**src/rtl/vga_pkg.sv**
```systemverilog
// 640x480@60 timing constants, colour widths and default frame-buffer geometry
// shared by the VGA blocks.
package vga_pkg;

  localparam int c_pxl_visible  = 640;
  localparam int c_pxl_fporch   = 16;
  localparam int c_pxl_synch    = 96;
  localparam int c_pxl_total    = 800;

  localparam int c_line_visible = 480;
  localparam int c_line_fporch  = 10;
  localparam int c_line_synch   = 2;
  localparam int c_line_total   = 525;

  localparam logic c_synch_act  = 1'b0;

  localparam int c_nb_red   = 4;
  localparam int c_nb_green = 4;
  localparam int c_nb_blue  = 4;

  localparam int c_img_cols = 160;
  localparam int c_img_rows = 120;
  localparam int c_nb_addr  = 15;

  // Position inside the 4-clock pixel period; mirrors the vga_sync divider.
  typedef enum logic [1:0] {
    PH_READ = 2'd0,
    PH_ADDR = 2'd1,
    PH_DATA = 2'd2,
    PH_LOAD = 2'd3
  } phase_e;

endpackage

```
**src/rtl/vga_fb_arbiter.sv**
```systemverilog
// Shares a single-port frame-buffer RAM between one display read per pixel and a
// held-request pixel writer; display latency 4 clocks, writes 1 clock after request.
module vga_fb_arbiter #(
  parameter int   c_img_cols  = vga_pkg::c_img_cols,
  parameter int   c_img_rows  = vga_pkg::c_img_rows,
  parameter int   c_nb_addr   = vga_pkg::c_nb_addr,
  parameter int   c_nb_red    = vga_pkg::c_nb_red,
  parameter int   c_nb_green  = vga_pkg::c_nb_green,
  parameter int   c_nb_blue   = vga_pkg::c_nb_blue,
  parameter logic c_synch_act = vga_pkg::c_synch_act
) (
  input  logic                                    clk,
  input  logic                                    rst,
  input  logic                                    new_pxl,
  input  logic                                    visible,
  input  logic                                    hsync_in,
  input  logic                                    vsync_in,
  input  logic [9:0]                              col,
  input  logic [9:0]                              row,
  input  logic                                    wr_req,
  input  logic [c_nb_addr-1:0]                    wr_addr,
  input  logic [c_nb_red+c_nb_green+c_nb_blue-1:0] wr_data,
  output logic                                    wr_ack,
  output logic                                    wr_oor,
  output logic [c_nb_addr-1:0]                    mem_addr,
  output logic                                    mem_we,
  output logic [c_nb_red+c_nb_green+c_nb_blue-1:0] mem_wdata,
  input  logic [c_nb_red+c_nb_green+c_nb_blue-1:0] mem_rdata,
  output logic [c_nb_red-1:0]                     red,
  output logic [c_nb_green-1:0]                   green,
  output logic [c_nb_blue-1:0]                    blue,
  output logic                                    hsync,
  output logic                                    vsync
);

  import vga_pkg::*;

  localparam int c_nb_rgb   = c_nb_red + c_nb_green + c_nb_blue;
  localparam int c_img_size = c_img_cols * c_img_rows;
  localparam logic [c_nb_addr-1:0] c_cols_a = c_nb_addr'(c_img_cols);

  phase_e                 ph_q, ph_d;
  logic [c_nb_addr-1:0]   mem_addr_q, mem_addr_d;
  logic                   mem_we_q, mem_we_d;
  logic [c_nb_rgb-1:0]    mem_wdata_q, mem_wdata_d;
  logic                   wr_ack_q, wr_ack_d;
  logic                   wr_oor_q, wr_oor_d;
  logic                   need_q, need_d;
  logic [c_nb_rgb-1:0]    pix_buf_q, pix_buf_d;
  logic [c_nb_rgb-1:0]    colour_q, colour_d;
  logic                   hsync_q, hsync_d;
  logic                   vsync_q, vsync_d;

  logic                   disp_need;
  logic [c_nb_addr-1:0]   disp_addr;
  logic                   wr_in_range;

  assign disp_need   = visible && (32'(col) < 32'(c_img_cols)) && (32'(row) < 32'(c_img_rows));
  // Constant multiplier: reduces to shift-and-add, modulo 2**c_nb_addr.
  assign disp_addr   = c_nb_addr'(row) * c_cols_a + c_nb_addr'(col);
  assign wr_in_range = 32'(wr_addr) < 32'(c_img_size);

  always_comb begin
    ph_d        = new_pxl ? PH_READ : phase_e'(ph_q + 2'd1);
    mem_addr_d  = mem_addr_q;
    mem_wdata_d = mem_wdata_q;
    mem_we_d    = 1'b0;
    wr_ack_d    = 1'b0;
    wr_oor_d    = 1'b0;
    need_d      = need_q;
    pix_buf_d   = pix_buf_q;
    colour_d    = colour_q;
    hsync_d     = hsync_q;
    vsync_d     = vsync_q;

    if (ph_q == PH_READ && disp_need) begin
      mem_addr_d = disp_addr;
    end else if (wr_req && !wr_ack_q) begin
      // The ack cycle never grants, so a held request cannot be written twice.
      wr_ack_d = 1'b1;
      if (wr_in_range) begin
        mem_addr_d  = wr_addr;
        mem_wdata_d = wr_data;
        mem_we_d    = 1'b1;
      end else begin
        wr_oor_d = 1'b1;
      end
    end

    if (ph_q == PH_READ) need_d = disp_need;
    if (ph_q == PH_DATA) pix_buf_d = mem_rdata;

    if (new_pxl) begin
      colour_d = need_q ? pix_buf_q : '0;
      hsync_d  = hsync_in;
      vsync_d  = vsync_in;
    end
  end

  always_ff @(posedge clk or posedge rst) begin
    if (rst) begin
      ph_q        <= PH_READ;
      mem_addr_q  <= '0;
      mem_we_q    <= 1'b0;
      mem_wdata_q <= '0;
      wr_ack_q    <= 1'b0;
      wr_oor_q    <= 1'b0;
      need_q      <= 1'b0;
      pix_buf_q   <= '0;
      colour_q    <= '0;
      hsync_q     <= ~c_synch_act;
      vsync_q     <= ~c_synch_act;
    end else begin
      ph_q        <= ph_d;
      mem_addr_q  <= mem_addr_d;
      mem_we_q    <= mem_we_d;
      mem_wdata_q <= mem_wdata_d;
      wr_ack_q    <= wr_ack_d;
      wr_oor_q    <= wr_oor_d;
      need_q      <= need_d;
      pix_buf_q   <= pix_buf_d;
      colour_q    <= colour_d;
      hsync_q     <= hsync_d;
      vsync_q     <= vsync_d;
    end
  end

  assign mem_addr  = mem_addr_q;
  assign mem_we    = mem_we_q;
  assign mem_wdata = mem_wdata_q;
  assign wr_ack    = wr_ack_q;
  assign wr_oor    = wr_oor_q;
  assign red       = colour_q[c_nb_rgb-1 -: c_nb_red];
  assign green     = colour_q[c_nb_green+c_nb_blue-1 -: c_nb_green];
  assign blue      = colour_q[c_nb_blue-1:0];
  assign hsync     = hsync_q;
  assign vsync     = vsync_q;

endmodule

```
**config.mk**
```make
export PLATFORM = sky130hd
export DESIGN_NAME = vga_fb_arbiter
export DESIGN_NICKNAME = d
export VERILOG_FILES = /design/src/rtl/vga_pkg.sv /design/src/rtl/vga_fb_arbiter.sv
export SDC_FILE = /design/constraint.sdc
export NUM_CORES = 1
export LEC_CHECK = 0
export BUFFER_PORTS_ARGS = -buffer_cell sky130_fd_sc_hd__buf_2
export CAP_MARGIN = 25
export CORE_MARGIN = 4
export CORE_UTILIZATION = 50
export CTS_BUF_LIST = sky130_fd_sc_hd__clkbuf_8 sky130_fd_sc_hd__clkbuf_16
export DETAILED_ROUTE_END_ITERATION = 8
export GPL_TIMING_DRIVEN = 0
export PLACE_DENSITY = 0.8
export SLEW_MARGIN = 20
export SYNTH_ARGS = -nofsm -noshare
export SYNTH_HDL_FRONTEND = slang
export SYNTH_SLANG_ARGS = --single-unit
```
**constraint.sdc**
```tcl
create_clock -name clk -period 2.27 [get_ports clk]
set_clock_uncertainty 0.1 [all_clocks]
set_input_delay 0.454 -clock clk [delete_from_list [all_inputs] [get_ports clk]]
set_output_delay 0.454 -clock clk [all_outputs]
set_load 0.01 [all_outputs]
```
* Word level (Yosys, flattened, before mapping) *
Cells that the tools add are included.

operators by class
  div/mod/pow operators = 0
  magnitude comparators = 3
  multiply operators = 1
  shifts and indexed selects = 0
  equality and inequality tests = 1
  reductions and logical operators = 10
  muxes and demuxes = 13
  bitwise gates (word level) = 1
  add/subtract/negate cells = 2

operator list
  operator               number
  $mux 15                3
  $add 15x10->15         1
  $lt 15x15->1 const B   1
  $mux 12                1
  $lt 10x7->1 const B    1
  $lt 10x8->1 const B    1
  $mul 10x3->10 const B  1
  $mux 1                 8
  $logic_and 1x1->1      4
  $reduce_bool 2->1      2
  $reduce_and 3->1       1
  $add 2x1->2 const B    1
  $eq 2x2->1 const B     1
  $logic_not 2->1        1
  $mux 2                 1
  $reduce_and 2->1       1
  $logic_not 1->1        1
  $not 1->1              1

word-level totals
  input bits = 66
  output and inout bits = 44
  word-level logic and storage cells = 42
  bits in latches = 0
  memories = 0
  register bits = 59
  memory bits (read-only) = 0
  memory bits (writable) = 0

* Longest topological paths before layout *
Gate-level depths: netlist of the first run.

  word-level depth = 6
  gate-level depth with buffers = 10
  depth with buffers taken out = 10

* Least setup slack after synthesis of the first run *
No wires, ideal clock.

  path kind = input to register
  from = input row[1]
  to = register mem_addr_q[13], in the netlist mem_addr[13]
  buffers on the path = 0
  library setup time = 136 ps
  stages = 10
  arrival = 2383 ps
  required time = 2034 ps
  path slack = -348 ps
  cells stage by stage = ha_1 ha_1 fa_1 ha_1 o21a_1 o31a_1 o21bai_1 nand3b_1 xor2_1 o21ai_0

on the way
  word-level cells in the longest chain between the ends = 5
  elaborated cells between the ends (all ways) = 9
  those cells by class = 1 x add/sub; 1 x mul; 1 x order compare; 1 x mux; 5 x reduce/logical

RTL lines
  element                                                 RTL line               source
  start: declaration                                      vga_fb_arbiter.sv:19   input logic [9:0] row,
  branches (longest 5 deep; another with $add 15x10->15)  n/a
  end signal: assignment                                  vga_fb_arbiter.sv:115  mem_addr_q <= mem_addr_d;
  end: declaration                                        vga_fb_arbiter.sv:43   logic [c_nb_addr-1:0] mem_addr_q, mem_addr_d;

Several ways; the timed one is not identified.
A chain may end at the register's enable or synchronous reset.

* Worst setup path in the final report of the first run *
Ends and elaborated chain as after synthesis.

==> metrics.md, run 1 <==
| Metric | Value |
|---|---|
| Residual DRC | `0` |
| Synth area leader | `dfrtp_1` |
| IO Pins | `110` |
| Die Wd | `86.9 um` |
| Die area | `7550 um^2` |
| Maximum vdd drop | `0.450 mV` |
| Failing checks | `setup timing` |
| Lkg Pwr | `about 2.0 nW` |
| Worst Setup Start Kind | `input pin` |
| Vias in the first global route | `approximately 2,500` |
| Number of diodes | `0` |
| Largest cells by area after synthesis | `dfrtp_1 (46%), ha_1 (8.0%), mux2_2 (7.2%)` |
| First-pass GRT wire length | `between 10 and 15 mm` |
| Final hold vios | `0` |
| Unique masters post-synth | `42` |
| H-tree levels | `3` |
| #FFs+latches synth | `59` |
| Initial drt markers | `53` |
| Cells after Synth | `between 200 and 300` |
| Post-synth EDFFs | `0` |
| Drt total wl | `7.16 mm` |
| Pre-antenna DRT Iters | `4` |
| Crit path max fanout | `2` |
| Worst r2r src | `ph_q[0]$_DFF_PP0_` |
| Synth top area share | `0.459` |
| Global Route Usage Sum | `0.194` |
| Starting Density | `0.519` |
| Hold buffer count at cts | `0` |
| Outcome | `finished with violations` |
| RSZ-0062 raised after global routing | `yes` |
| Critical path capture point type | `flop` |
| Clock Sinks | `59` |
| Register area share after synthesis | `0.475` |
| Final Wtd Congestion | `just over 0.8` |
| CP arrival | `2.53 ns` |
| Worst setup slack after layout | `-0.102 ns` |
| Max Slew Vio Count | `0` |
| Required @ worst endpoint | `approximately 2.4 ns` |
| Wire length per cell | `15.0 um` |
| Overall power | `3.04 mW` |
| Die H | `a little under 90 um` |
| Synth Flop Type | `dfrtp_1` |
| Final Cell Area | `just over 4000 um^2` |
| Min cycle time layout | `2.37 ns` |
| Placed cell areas | `3800 um^2` |
| YS warnings | `0` |
| Syn Nets | `360` |
| Largest net degree at the start of global routing | `60` |
| Initial antenna violation count | `0` |
| Clock buffer depth | `2` |
| CTS tree | `yes` |
| Asr flop ratio synth | `1.00` |
| Most instantiated cells after synthesis | `dfrtp_1 (57), inv_1 (21), o21ai_0 (21), ha_1 (20), mux2_2 (20)` |
| Clk pin slew, worst setup/hold paths | `0.06 ns` |
| Vias post-DR | `2,477` |
| Power Dens Cells | `approximately 740 nW/um^2` |
| Mapped Avg Cell Area | `11.4 um^2` |
| Final core utilization | `0.684` |
| Slew @ Worst Pin | `a little over 0.7 ns` |
| Core area | `between 5000 and 6000 um^2` |
| Final #Nets | `486` |
| Rows | `28` |
| Rel. slew slack | `0.530` |
| Worst setup path class | `input pin to flop` |
| Global route overflow | `0` |
| FF-to-FF path depth | `8` |
| Maximum clock rate | `0.422 GHz` |
| Count leader, synth | `dfrtp_1` |
| Post-route setup TNS | `-0.195 ns` |
| Antenna-violating nets left | `0` |
| Port bufs | `between 100 and 150` |
| Setup-failing EPs final | `2` |
| Detail Placement HPWL | `about 5.4 mm` |
| Hold Path Class | `input pin to asynchronous set/reset pin` |
| Worst Setup SP | `row[1]` |
| Fin crit share | `1.05` |
| Root Buffer | `clkbuf_8` |
| CTS buffer count | `9` |
| P&R area growth vs syn | `31.7%` |
| Worst skew pair latency | `0.34 ns` |
| Max-cap violations | `0` |
| Synthesized cell area | `3110 um^2` |
| RR Endpoint | `mem_wdata[2]$_DFFE_PP0P_` |
| R2R setup slack | `0.09 ns` |
| Share of post-route cells with drive strength above 1 | `0.449` |
| Via density | `5.18` |
==> logic make-up (layout without fill, tap and decap cells) <==
kind of cell | count (synthesis) | count (layout) | share of synthesized area
flip-flops | 59 | 59 | 0.475
AO/OA/AOI/OAI | 57 | 57 | 0.116
AND/OR/NAND/NOR | 52 | 52 | 0.0893
multiplexers | 40 | 40 | 0.150
buffers and inverters | 31 | 162 | 0.0451
adder cells (fa/ha/maj) | 22 | 22 | 0.0933
XOR/XNOR | 11 | 11 | 0.0310
==> routing by layer <==
metal / wire length [um] / up-vias / track usage
met4: 136 / 0 / 0.0822
met5: 0 / - / 0
met2: 3720 / 72 / 0.340
li1: - / 1210 / -
met1: 2800 / 1181 / 0.220
met3: 503 / 14 / 0.0539
==> per-stage QoR <==
| stage | setup slack, ns | hold slack (ns) | cells |
|---|---|---|---|
| 6_report | -0.102 | 0.127 | 478 |
| 5_1_grt | -0.195 | 0.198 | 478 |
| 4_1_cts | -0.0591 | 0.155 | 475 |
| 3_5_place_dp | -0.554 | 0.325 | 455 |
| 3_3_place_gp | -0.529 | 0.309 | 455 |
| 2_1_floorplan | -0.270 | 0.297 | 272 |
==> cell usage in the layout, fill, tap and decap left out, types with 2 or more instances in the layout <==
master / instances
buf_2: 106
dfrtp_1: 57
inv_1: 21
o21ai_0: 20
mux2_2: 20
nor2_1: 19
a21oi_1: 18
ha_1: 14
nand3_1: 13
mux2i_1: 12
clkbuf_8: 11
mux2_4: 8
xnor2_1: 7
buf_4: 7
ha_4: 5
clkbuf_1: 4
nor2b_1: 4
nand2_1: 4
buf_1: 3
buf_8: 3
o21bai_1: 3
xor2_1: 3
a21o_1: 2
nand4_1: 2
a21oi_4: 2
o21a_1: 2
a211oi_1: 2
clkinv_2: 2
clkinvlp_4: 2
dfstp_2: 2
==> how the worst max path moves through the flow <==
stage	cells past startpoint	slack, ns	endpoint
2_1_floorplan	10	-0.27	mem_addr[13]$_DFFE_PP0P_
6_report	11	-0.10	mem_addr[13]$_DFFE_PP0P_
3_5_place_dp	11	-0.55	mem_addr[13]$_DFFE_PP0P_
5_1_grt	12	-0.19	mem_addr[11]$_DFFE_PP0P_
4_1_cts	11	-0.06	mem_addr[13]$_DFFE_PP0P_
3_3_place_gp	11	-0.53	mem_addr[13]$_DFFE_PP0P_
==> report_power, final <==
group	internal, mW	switching (mW)
Clock	0.447	0.403
Sequential	1.24	0.0906
Combinational	0.456	0.400
Total	2.14	0.894
==> timing repair <==
item	CTS	global route
resized for setup	8	5
setup endpoints to repair	2	22
buffers inserted	4	3
pin swaps	5	2
gates cloned	0	0
==> critical path, stage by stage <==
cell and delay [ns]:
buf_8 0.10, ha_4 0.26, ha_4 0.13, fa_2 0.44, ha_4 0.28, o21a_1 0.11
o31a_1 0.16, o21bai_1 0.08, nand3b_1 0.19, xor2_1 0.16, o21ai_1 0.14
==> final cells by class <==
cell class | instances | area (um^2)
Buffer | 10 | 66.3
Clock buffer | 11 | 151
Clock inverter | 5 | 28.8
Fill cell | 462 | 1890
Inverter | 21 | 81.3
Multi-Input combinational cell | 182 | 1580
Sequential cell | 59 | 1480
Tap cell | 75 | 93.8
Timing Repair Buffer | 115 | 613
==> state kept, by name, summed over array words and instances (netlist names) <==
register   cells
hsync          1
colour_q      12
pix_buf_q     12
need_q         1
ph_q           2
mem_wdata     12
mem_we         1
mem_addr      15
wr_oor         1
vsync          1
wr_ack         1
Power figures use the tool's default switching activity.
==> inputs of run 2 (changes only) <==
Settings changed: BUFFER_PORTS_ARGS -buffer_cell sky130_fd_sc_hd__buf_2 to unset, CELL_PAD_IN_SITES_DETAIL_PLACEMENT set to 1, CELL_PAD_IN_SITES_GLOBAL_PLACEMENT set to 1, CORE_UTILIZATION 50 to 48, DONT_BUFFER_PORTS set to 1, PLACE_DENSITY 0.8 to unset, PLACE_DENSITY_LB_ADDON set to 0.1.
==> metrics.md, run 2 (synthesis results as in run 1) <==
| Metric | Value |
|---|---|
| Outcome | `finished, final reports clean` |
| Critical-path top delay cell | `fa_2` |
| Port bufs | `0 (-100%)` |
| Overall power | `2.97 mW (-2.1%)` |
| Root Buffer | `clkbuf_8` |
| Antenna-violating nets left | `0 (unchanged)` |
| CTS tree | `yes` |
| Pre-antenna DRT Iters | `4 (unchanged)` |
| IO Pins | `110 (unchanged)` |
| Maximum clock rate | `0.445 GHz (+5.6%)` |
| Crit path depth | `10 (-1)` |
| CP Buf/Inv Count | `0 (-1)` |
| Max FFs per register | `15 (unchanged)` |
| Fin crit share | `0.990 (-0.0551)` |
| Rows | `29 (+3.6%)` |
| Slew @ Worst Pin | `0.621 ns (-0.0843 ns)` |
| CTS buffer count | `9 (unchanged)` |
| Crit-path leading delay family | `adder cells` |
| Global route overflow | `0 (unchanged)` |
| Share of post-route cells with drive strength above 1 | `0.236 (-0.213)` |
| Setup-failing EPs final | `0 (-2)` |
| Final hold vios | `0 (unchanged)` |
| Commonest non-fill, non-tap cell in the layout | `dfrtp_1` |
| Final Wtd Congestion | `0.785 (-4.5%)` |
| Max-cap violations | `0 (unchanged)` |
| H-tree levels | `3 (unchanged)` |
| Number of diodes | `0 (unchanged)` |
| Vias post-DR | `2,051 (-17%)` |
| Combinational power share | `0.197 (-0.085)` |
| Worst setup path class | `input pin to flop` |
| Rel. slew slack | `0.586 (+0.0562)` |
| Worst r2r src | `ph_q[0]$_DFF_PP0_` |
| RR Endpoint | `mem_wdata[3]$_DFFE_PP0P_` |
| Int Pwr | `2.13 mW (-0.69%)` |
| Residual DRC | `0 (unchanged)` |
| Max stage delay on crit path | `0.45 ns (about the same)` |
| Clock Sinks | `59 (unchanged)` |
| Max Slew Vio Count | `0 (unchanged)` |
| Die H | `88.5 um (+1.9%)` |
| FF-to-FF path depth | `8 (unchanged)` |
| Global Route Usage Sum | `0.185 (-0.00868)` |
| Met1 wire length | `2.60 mm (-7.2%)` |
| Min cycle time layout | `2.25 ns (-0.125 ns)` |
| Most frequent cells in the layout | `dfrtp_1 (57), inv_1 (21), o21ai_0 (20), mux2_2 (20), nor2_1 (19)` |
| Largest net degree at the start of global routing | `47 (-22%)` |
| Final #Nets | `375 (-23%)` |
| Hold path start | `wr_data[6]` |
| Met2 WL | `3.77 mm (+1.2%)` |
| RSZ-0062 raised after global routing | `yes` |
| Crit path max fanout | `3 (+1)` |
| Initial drt markers | `53 (unchanged)` |
| Initial antenna violation count | `0 (unchanged)` |
| Switch Pwr | `846 uW (-5.4%)` |
| Power Dens Cells | `838 nW/um^2 (+13%)` |
| Worst Setup SP | `row[3]` |
| CP arrival | `2.35 ns (-0.18 ns)` |
| P&R area growth vs syn | `14.0%` |
| R2R setup slack | `0.12 ns (+0.03 ns)` |
| Power share of the clock group | `0.328 (+0.048)` |
| Worst hold slack | `0.163 ns (+0.0359 ns)` |
| Vias in the first global route | `2,277 (-7.5%)` |
| Final core utilization | `0.562 (-0.122)` |
| Hold Path Class | `input pin to flop` |
| Fill cells | `674 (+46%)` |
| Die area | `7830 um^2 (+3.8%)` |
| Top routing layer used | `met4` |
| Drt total wl | `6.96 mm (-2.8%)` |
| Detail Placement HPWL | `5.46 mm (+0.99%)` |
| Clock buffer depth | `2 (unchanged)` |
| Placed insts | `350 (-23%)` |
| Most used cell, CP | `ha_4` |
| Net Sw Frac | `0.284 (-0.00994)` |
| Die Wd | `88.5 um (+1.9%)` |
| Lkg Pwr | `1.52 nW (-23%)` |
| Via density | `5.56 (+7.3%)` |
| Starting Density | `0.493 (-0.0265)` |
| Worst path cell trace | `ha_4 -> ha_4 -> fa_2 -> ha_4 -> o21a_1 -> o31a_1 -> o21bai_2 -> nand3b_1 -> xor2_1 -> o21ai_1` |
| Critical path capture point type | `flop` |
| Sequential Power Share | `0.475 (+0.037)` |
| Core area | `6310 um^2 (+5.4%)` |
| Clk pin slew, worst setup/hold paths | `0.07 ns (about the same)` |
| Wire length per cell | `18.9 um (+26%)` |
| Maximum vdd drop | `0.600 mV (+33%)` |
| Worst skew pair latency | `0.34 ns (about the same)` |
| Crit path to | `mem_addr[13]$_DFFE_PP0P_` |
| First-pass GRT wire length | `10.9 mm (-3.2%)` |
| Post-Layout Cell Count | `369 (-23%)` |
| Required @ worst endpoint | `2.37 ns (-0.05 ns)` |
| Worst Setup Start Kind | `input pin` |
| Met3 wire len | `443 um (-12%)` |
run 2: cell type report:
type                    count  area [um^2]  share of cell area
multi-input cells         182         1570               0.443
flip-flops and latches     59         1480               0.417
clock buffers              11          151              0.0427
well taps                  77         96.3              0.0272
inverters                  21         81.3              0.0229
plain buffers              10         62.6              0.0176
clock inverters             5         53.8              0.0152
repair buffers              4         52.6              0.0148
run 2: per-layer routing:
metal	up-vias	GRT usage
met5	-	0
met4	0	0.0893
met3	11	0.0596
met2	67	0.332
met1	999	0.194
li1	974	-
run 2: power by group through the flow:
stage | registers (mW) | logic, mW | clock network (mW)
after global routing | 1.43 | 0.667 | 1.05
after floorplan | 1.39 | 0.484 | 0
final | 1.41 | 0.587 | 0.975
after detailed placement | 1.44 | 0.583 | 0
after CTS | 1.42 | 0.593 | 0.995
after global placement | 1.43 | 0.555 | 0
run 2: worst min-delay path by stage:
stage,cells past startpoint,endpoint
after floorplan,1,ph_q[0]$_DFF_PP0_
after global placement,1,ph_q[0]$_DFF_PP0_
after detailed placement,1,mem_wdata[7]$_DFFE_PP0P_
after CTS,1,mem_wdata[6]$_DFFE_PP0P_
after global routing,1,mem_wdata[1]$_DFFE_PP0P_
final,1,mem_wdata[6]$_DFFE_PP0P_
run 2: worst reg2reg max path, delay by kind of cell (launching register included):
kind / cells / cell delay [ns]
mux: 1 / 0.30
buf+inv: 2 / 0.24
fa+ha+maj: 1 / 0.21
compound gates: 1 / 0.16
flops: 1 / 0.37
simple gates: 3 / 0.65
run 2: what timing repair did:
action | CTS | global route
gates resized for setup | 3 | 2
hold buffers | 1 | 0
pin swaps | 3 | 1
setup buffers | 0 | 2
endpoints found under the setup margin | 9 | 13
endpoints found under the hold margin | 13 | 0
run 2: per-stage QoR:
step | area, um^2 | setup slack (ns) | TNS (ns)
floorplan | 3160 | -0.270 | -0.477
global placement | 3260 | -0.422 | -22.31
detailed placement | 3290 | -0.456 | -1.21
CTS | 3520 | 0.000457 | 0
global route | 3550 | -0.0548 | -0.239
finish | 3550 | 0.0227 | 0
